--- src/rtl/video_timing_gen_pkg.sv ---
// Shared video package: coordinate widths, default 640x480 timing and the
// bundle of sync/enable bits carried through the output delay chain.
package video_timing_gen_pkg;

  localparam int VIDEO_X_BITWIDTH = 10;
  localparam int VIDEO_Y_BITWIDTH = 10;

  localparam int DEF_H_ACTIVE = 640;
  localparam int DEF_H_FP     = 16;
  localparam int DEF_H_SYNC   = 96;
  localparam int DEF_H_BP     = 48;
  localparam int DEF_V_ACTIVE = 480;
  localparam int DEF_V_FP     = 10;
  localparam int DEF_V_SYNC   = 2;
  localparam int DEF_V_BP     = 33;

  // Polarity-free "active" flags; sync polarity is applied at the outputs.
  typedef struct packed {
    logic de;
    logic hs;
    logic vs;
  } sync_bits_t;

  function automatic bit fits_width(input int value, input int bits);
    return (value >= 0) && (value < (1 << bits));
  endfunction

endpackage

--- src/rtl/video_timing_gen_sync.sv ---
// sync_delay: DEPTH-deep, en-gated shift chain for the de/hs/vs active flags.
// DEPTH = 0 is a pass-through forced inactive while reset is held.
module sync_delay
  import video_timing_gen_pkg::*;
#(
  parameter int DEPTH = 1
) (
  input  logic       clk,
  input  logic       rst,
  input  logic       en,
  input  sync_bits_t d,
  output sync_bits_t q
);

  if (DEPTH == 0) begin : g_pass
    logic unused_ok;
    assign unused_ok = &{1'b0, clk, en};
    assign q = rst ? d : '0;
  end else begin : g_chain
    sync_bits_t chain [DEPTH];

    always_ff @(posedge clk or negedge rst) begin
      if (!rst) begin
        for (int i = 0; i < DEPTH; i++) chain[i] <= '0;
      end else if (en) begin
        chain[0] <= d;
        for (int i = 1; i < DEPTH; i++) chain[i] <= chain[i-1];
      end
    end

    assign q = chain[DEPTH-1];
  end

endmodule

--- src/rtl/video_timing_gen.sv ---
// Raster timing generator: registered x/y counters, frame counter, start
// pulses and de/hs/vs delayed to line up with the pixel generator pipeline.
module video_timing_gen
  import video_timing_gen_pkg::*;
#(
  parameter int H_ACTIVE   = DEF_H_ACTIVE,
  parameter int H_FP       = DEF_H_FP,
  parameter int H_SYNC     = DEF_H_SYNC,
  parameter int H_BP       = DEF_H_BP,
  parameter int V_ACTIVE   = DEF_V_ACTIVE,
  parameter int V_FP       = DEF_V_FP,
  parameter int V_SYNC     = DEF_V_SYNC,
  parameter int V_BP       = DEF_V_BP,
  parameter bit SYNC_POL   = 1'b0,
  parameter int PIPE_DELAY = 1
) (
  input  logic                        clk,
  input  logic                        rst,
  input  logic                        en,
  output logic [VIDEO_X_BITWIDTH-1:0] x,
  output logic [VIDEO_Y_BITWIDTH-1:0] y,
  output logic                        de,
  output logic                        hs,
  output logic                        vs,
  output logic                        line_start,
  output logic                        frame_start,
  output logic [7:0]                  frame_cnt
);

  localparam int XW      = VIDEO_X_BITWIDTH;
  localparam int YW      = VIDEO_Y_BITWIDTH;
  localparam int H_TOTAL = H_ACTIVE + H_FP + H_SYNC + H_BP;
  localparam int V_TOTAL = V_ACTIVE + V_FP + V_SYNC + V_BP;

  localparam logic [XW-1:0] X_LAST   = XW'(H_TOTAL - 1);
  localparam logic [XW-1:0] X_ACT    = XW'(H_ACTIVE);
  localparam logic [XW-1:0] HS_START = XW'(H_ACTIVE + H_FP);
  localparam logic [XW-1:0] HS_END   = XW'(H_ACTIVE + H_FP + H_SYNC);
  localparam logic [YW-1:0] Y_LAST   = YW'(V_TOTAL - 1);
  localparam logic [YW-1:0] Y_ACT    = YW'(V_ACTIVE);
  localparam logic [YW-1:0] VS_START = YW'(V_ACTIVE + V_FP);
  localparam logic [YW-1:0] VS_END   = YW'(V_ACTIVE + V_FP + V_SYNC);

  if (!fits_width(H_TOTAL - 1, XW)) begin : g_bad_x_width
    $error("video_timing_gen: H_TOTAL-1 does not fit VIDEO_X_BITWIDTH");
  end
  if (!fits_width(V_TOTAL - 1, YW)) begin : g_bad_y_width
    $error("video_timing_gen: V_TOTAL-1 does not fit VIDEO_Y_BITWIDTH");
  end
  if (PIPE_DELAY < 0 || PIPE_DELAY > 4) begin : g_bad_delay
    $error("video_timing_gen: PIPE_DELAY must be 0..4");
  end

  logic       x_wrap;
  logic       y_wrap;
  sync_bits_t raw;
  sync_bits_t dly;

  assign x_wrap = (x == X_LAST);
  assign y_wrap = (y == Y_LAST);

  always_ff @(posedge clk or negedge rst) begin
    if (!rst) begin
      x         <= '0;
      y         <= '0;
      frame_cnt <= '0;
    end else if (en) begin
      if (x_wrap) begin
        x <= '0;
        if (y_wrap) begin
          y         <= '0;
          frame_cnt <= frame_cnt + 8'd1;
        end else begin
          y <= y + YW'(1);
        end
      end else begin
        x <= x + XW'(1);
      end
    end
  end

  always_comb begin
    raw    = '0;
    raw.de = (x < X_ACT) && (y < Y_ACT);
    raw.hs = (x >= HS_START) && (x < HS_END);
    raw.vs = (y >= VS_START) && (y < VS_END);
  end

  sync_delay #(
    .DEPTH(PIPE_DELAY)
  ) u_sync_delay (
    .clk(clk),
    .rst(rst),
    .en (en),
    .d  (raw),
    .q  (dly)
  );

  assign de = dly.de;
  assign hs = SYNC_POL ? dly.hs : ~dly.hs;
  assign vs = SYNC_POL ? dly.vs : ~dly.vs;

  // Gated by rst so an en strobe during reset cannot produce a pulse.
  assign line_start  = rst & en & (x == '0);
  assign frame_start = line_start & (y == '0);

endmodule

--- config.mk ---
export PLATFORM = sky130hd
export DESIGN_NAME = video_timing_gen
export DESIGN_NICKNAME = d
export VERILOG_FILES = /design/src/rtl/video_timing_gen_pkg.sv /design/src/rtl/video_timing_gen_sync.sv /design/src/rtl/video_timing_gen.sv
export SDC_FILE = /design/constraint.sdc
export NUM_CORES = 1
export LEC_CHECK = 0
export ABC_AREA = 1
export BUFFER_PORTS_ARGS = -buffer_cell sky130_fd_sc_hd__buf_2
export CORE_MARGIN = 3
export CORE_UTILIZATION = 49
export DETAILED_ROUTE_END_ITERATION = 12
export PLACE_DENSITY = 0.75
export SLEW_MARGIN = 20
export SYNTH_ARGS = -nofsm -noshare
export SYNTH_HDL_FRONTEND = slang
export SYNTH_SLANG_ARGS = --single-unit
--- constraint.sdc ---
create_clock -name clk -period 1.45 [get_ports clk]
set_clock_uncertainty 0.15 [all_clocks]
set_input_delay 0.29 -clock clk [delete_from_list [all_inputs] [get_ports clk]]
set_output_delay 0.29 -clock clk [all_outputs]
set_load 0.01 [all_outputs]
======== Yosys cells after proc, flatten, opt, wreduce, memory -nomap -nowiden ========
Index checks and enable logic that the tools add are counted.
Widths: inputs -> output; s select.
word-level totals
  bits in registers ....................... 31
  input bits .............................. 3
  output and inout port bits .............. 33
  word-level logic and storage cells ...... 31
cells by class
  add/sub/neg operators ................... 3
  $lt $le $gt $ge ......................... 6
  equal/unequal tests ..................... 2
  muxes and demuxes ....................... 2
  bitwise logic cells ..................... 5
  reductions and logical operators ........ 7
operator list
  operator               number
  $add 10x1->10 const B  2
  $eq 10x10->1 const B   2
  $logic_not 10->1       2
  $lt 10x10->1 const B   2
  $lt 10x9->1 const B    2
  $mux 10                2
  $ge 10x10->1 const B   1
  $ge 10x9->1 const B    1
  $add 8x1->8 const B    1
  $and 1x1->1            3
  $logic_and 1x1->1      3
  $reduce_and 3->1       1
  $not 1->1              2
  $reduce_and 2->1       1

======== Logic depth before layout (Yosys ltp) ========
  word-level depth ........................ 3
  gate-level depth with buffers ........... 9

======== Cells and area by module ========
Synthesis repeated with hierarchy kept, for this count alone.
unflattened totals
  cells, all modules ...................... 245
  area total of the unflattened synthesis .. 1860.5 um2
by module, submodules not included
  module            times used  cells each  area each (um2)  seq. area each (um2)
  video_timing_gen  1           232         1747.9           700.7
  sync_delay        1           13          112.6            75.1

======== Worst setup path before layout ========
OpenSTA, ideal clock, no wires.
  path type ............................... register -> output
  from .................................... register x[0]
  to ...................................... output port frame_start
  data arrival time ....................... 1.204 ns
  data required time ...................... 1.010 ns
  slack ................................... -0.194 ns
  cell stages (with the launch flop) ...... 7
  path through ............................ dfrtp_1 -> inv_1 -> ha_1 -> nand2_1 -> nor3_1 -> nand4_1 -> nor3_1
on the way
  cells in the longest elaborated chain, start to end .. 3
ends and longest elaborated chain
  what                    RTL line                 source
  start, declared         video_timing_gen.sv:20   output logic [VIDEO_X_BITWIDTH-1:0] x,
  start signal, assigned  video_timing_gen.sv:77   x <= x + XW'(1);
  $logic_not 10->1        video_timing_gen.sv:104  assign line_start = rst & en & (x == '0);
  $and 1x1->1             video_timing_gen.sv:104
  $and 1x1->1             video_timing_gen.sv:105  assign frame_start = line_start & (y == '0);
  end, declared           video_timing_gen.sv:26   output logic frame_start,
Every way passes these cells.

======== Final worst setup path ========
  from .................................... register x[1]
  to ...................................... output port frame_start
The elaborated chain is that of the path after synthesis.

==> impl_metrics.json <==
{
  "crit_path_end": "frame_start",
  "routedWlPerCell_um": 14.4,
  "fmax_mhz": 508,
  "maxSlewViolCount": 0,
  "synth.cell_area_mm2": 0.00182,
  "insertedDiodeCount": 0,
  "cp_data_arrival_time_ps": 1530,
  "cts_root_buf": "clkbuf_8",
  "die_w_um": 66.9,
  "end_kind": "output port",
  "grt_start_max_net_pins": 32,
  "rsz0062_at_grt": "yes",
  "period_share_pct": 136,
  "powerDensity_mw_per_mm2": 1120,
  "gp_congestion": 0.900,
  "critical_path.cell_chain": "inv_2 > ha_4 > nand2_2 > nor3_2 > nand4_1 > nor3_2 > buf_2",
  "r2r_setup_slack_ps": -320,
  "p_leak_nw": 1.43,
  "clk-insertion-delay-late_ps": 280,
  "r2r-start": "x[0]$_DFFE_PN0P_",
  "critPathRequiredTime_ps": 1010,
  "status": "finished, violations left",
  "path_class": "register to output port",
  "fillers": 237,
  "io_pins": 36,
  "post-dp-hpwl_mm": 3.56,
  "ys_seq_area_share_pct": 42.6,
  "met3_usage_pct": 6.24,
  "grtUsageMet2_pct": 41.5,
  "whs_ps": 277,
  "top_usage_layer": "met2",
  "die_y_um": 66.9,
  "htreeDepth": 2,
  "syn_inst": 236,
  "clk_pin_slew_ps": 70,
  "synth.distinct_cells": 25,
  "cts_sinks": 31,
  "grt_pass1_wl_mm": 8.18,
  "grt_pass1_vias": 1850,
  "fin_crit_ps": 1970,
  "critPathMaxFanout": 2,
  "cts_buffers": 5,
  "crit_path_frequent_cell": "nor3_2",
  "clk_path_buf_depth": 2,
  "r2r_cells": 9,
  "postRouteAntennaNets": 0,
  "first_pass_iters": 4,
  "hold_class": "input port to register",
  "syn2layout_area_growth_pct": 48.3,
  "fin_ws_ps": -517,
  "synth_mux_area_share_pct": 0,
  "via_per_inst": 5.14,
  "hold_viol": 0,
  "cpPeakStageDelay_ps": 400,
  "yosys.area_share.xor_xnor_pct": 5.78,
  "synth_nets": 244,
  "setup_violations": 31,
  "nNetsFinal": 336,
  "syn_area_per_cell_um2": 7.71,
  "vdd_drop_max_mv": 0.930,
  "dieArea_mm2": 0.00448,
  "synth_top_family_by_area": "simple AND/OR/NAND/NOR gates",
  "ys_warn_count": 0,
  "drc": 0,
  "antenna_found_initial": 0,
  "maxCapViolCount": 0,
  "yosys.area_share.adder_pct": 3.44,
  "synthSimpleGateAreaFrac_pct": 33.9,
  "relSlewSlack_pct": 73.1,
  "routed_wl_mm": 5.40,
  "grt_usage_pct": 24.5,
  "io_buffers": 35,
  "r2r-end": "y[8]$_DFFE_PN0P_",
  "start_util_pct": 52.9,
  "rows": 21,
  "use_met1_pct": 30.3,
  "core-area_mm2": 0.00344,
  "cts_tree": "yes",
  "tightest_slew_ps": 404,
  "grt.overflow.total": 0,
  "startpoint": "x[1]$_DFFE_PN0P_",
  "critPathSlowestCell": "dfrtp_1",
  "vias": 1929,
  "layout-drive-gt1-share_pct": 39.8,
  "synth-seq-cells": 31,
  "failed_checks": "setup timing",
  "first_iter_violations": 159,
  "synth_compound_gate_area_share_pct": 5.09,
  "start_kind": "register",
  "tns_ps": -7600
}
## timing repair
item,CTS,global route
hold endpoints to repair,31,0
pin swaps,4,13
hold buffers,1,0
resized for setup,14,31
cloned,1,0
setup endpoints to repair,29,35
buffers inserted,3,7
## layout by cell type (no fill, tap or decap), types with 5 or more instances in the layout
| cell | n |
|---|---|
| dfrtp_1 | 30 |
| buf_2 | 33 |
| xor2_1 | 12 |
| buf_6 | 9 |
| inv_1 | 28 |
| nand4_1 | 7 |
| buf_4 | 45 |
| nand3_1 | 13 |
| inv_2 | 5 |
| nor2_1 | 19 |
| o21ai_1 | 10 |
| clkbuf_8 | 7 |
| nand2_1 | 63 |
| nor3_2 | 6 |
## synth_stat cells, drive strengths merged
master / instances / area (µm²)
nand4: 8 / 65.1
o21ai: 13 / 65.1
dfrtp: 31 / 776
xor2: 12 / 105
inv: 33 / 124
a21oi: 3 / 15.0
nand3: 15 / 80.1
clkinv: 1 / 3.75
nor2: 27 / 134
buf: 4 / 38.8
nor4: 1 / 6.26
a31oi: 1 / 6.26
o22ai: 1 / 6.26
nor3: 12 / 65.1
nand2: 69 / 267
ha: 5 / 62.6
## how the worst min path moves through the flow
stage / startpoint / to / slack, ps / depth (start not counted)
2_1_floorplan: rst / frame_cnt[0]$_DFFE_PN0P_ / -160 / 0
3_3_place_gp: rst / u_sync_delay.q[0]$_DFFE_PN0P_ / 210 / 2
3_5_place_dp: rst / u_sync_delay.q[0]$_DFFE_PN0P_ / 220 / 2
4_1_cts: en / x[1]$_DFFE_PN0P_ / 260 / 3
5_1_grt: en / x[1]$_DFFE_PN0P_ / 310 / 3
6_report: en / x[1]$_DFFE_PN0P_ / 280 / 3
## through the flow
step                total power, W  setup WS, ps  util (%)  area [µm²]  instances
floorplan                  0.00149          -121         -        1830        236
global placement           0.00195          -215      68.3        2350        357
detailed placement         0.00198          -258      68.3        2350        357
CTS                        0.00279          -498      74.3        2560        370
global route               0.00319          -629      78.4        2700        375
finish                     0.00302          -517      78.4        2700        375
## routing by layer
metal / share of wire [%] / up-vias
met4: 1.4 / 0
met3: 5.6 / 9
met2: 52 / 63
met5: 0 / -
li1: - / 932
met1: 41 / 925
## critical path: cells and delay by family (launching register included)
kind	cells	cell delay, ps
simple gates	4	490
fa+ha+maj	1	120
buf+inv	2	240
flops	1	400
## area by class of cell
type	count	area, µm²	share of cell area (%)
clock buffers	8	100	3.71
inverters	34	128	4.73
multi-input cells	167	1000	37.1
flip-flops and latches	31	777	28.8
well taps	46	57.6	2.13
repair buffers	89	634	23.5
## where the power goes
| part | switching, W | internal (W) |
|---|---|---|
| registers | 0.0000980 | 0.000975 |
| clock network | 0.000320 | 0.000433 |
| logic | 0.000641 | 0.000548 |
## cell families (layout without fill, tap and decap cells)
kind of cell               Yosys count  in the layout
DFF                                 31             31
buffers and inverters               38            131
adders and majority gates            5              5
xor gates and xnor gates            12             12
AOI/OAI and AO/OA                   18             18
and+or+nand+nor                    132            132
## flip-flops by register name, indices dropped and copies added (netlist names)
| register | flops |
|---|---|
| frame_cnt | 8 |
| u_sync_delay.q | 3 |
| y | 10 |
| x | 10 |
Note: power is estimated with default switching activity, not from simulation.
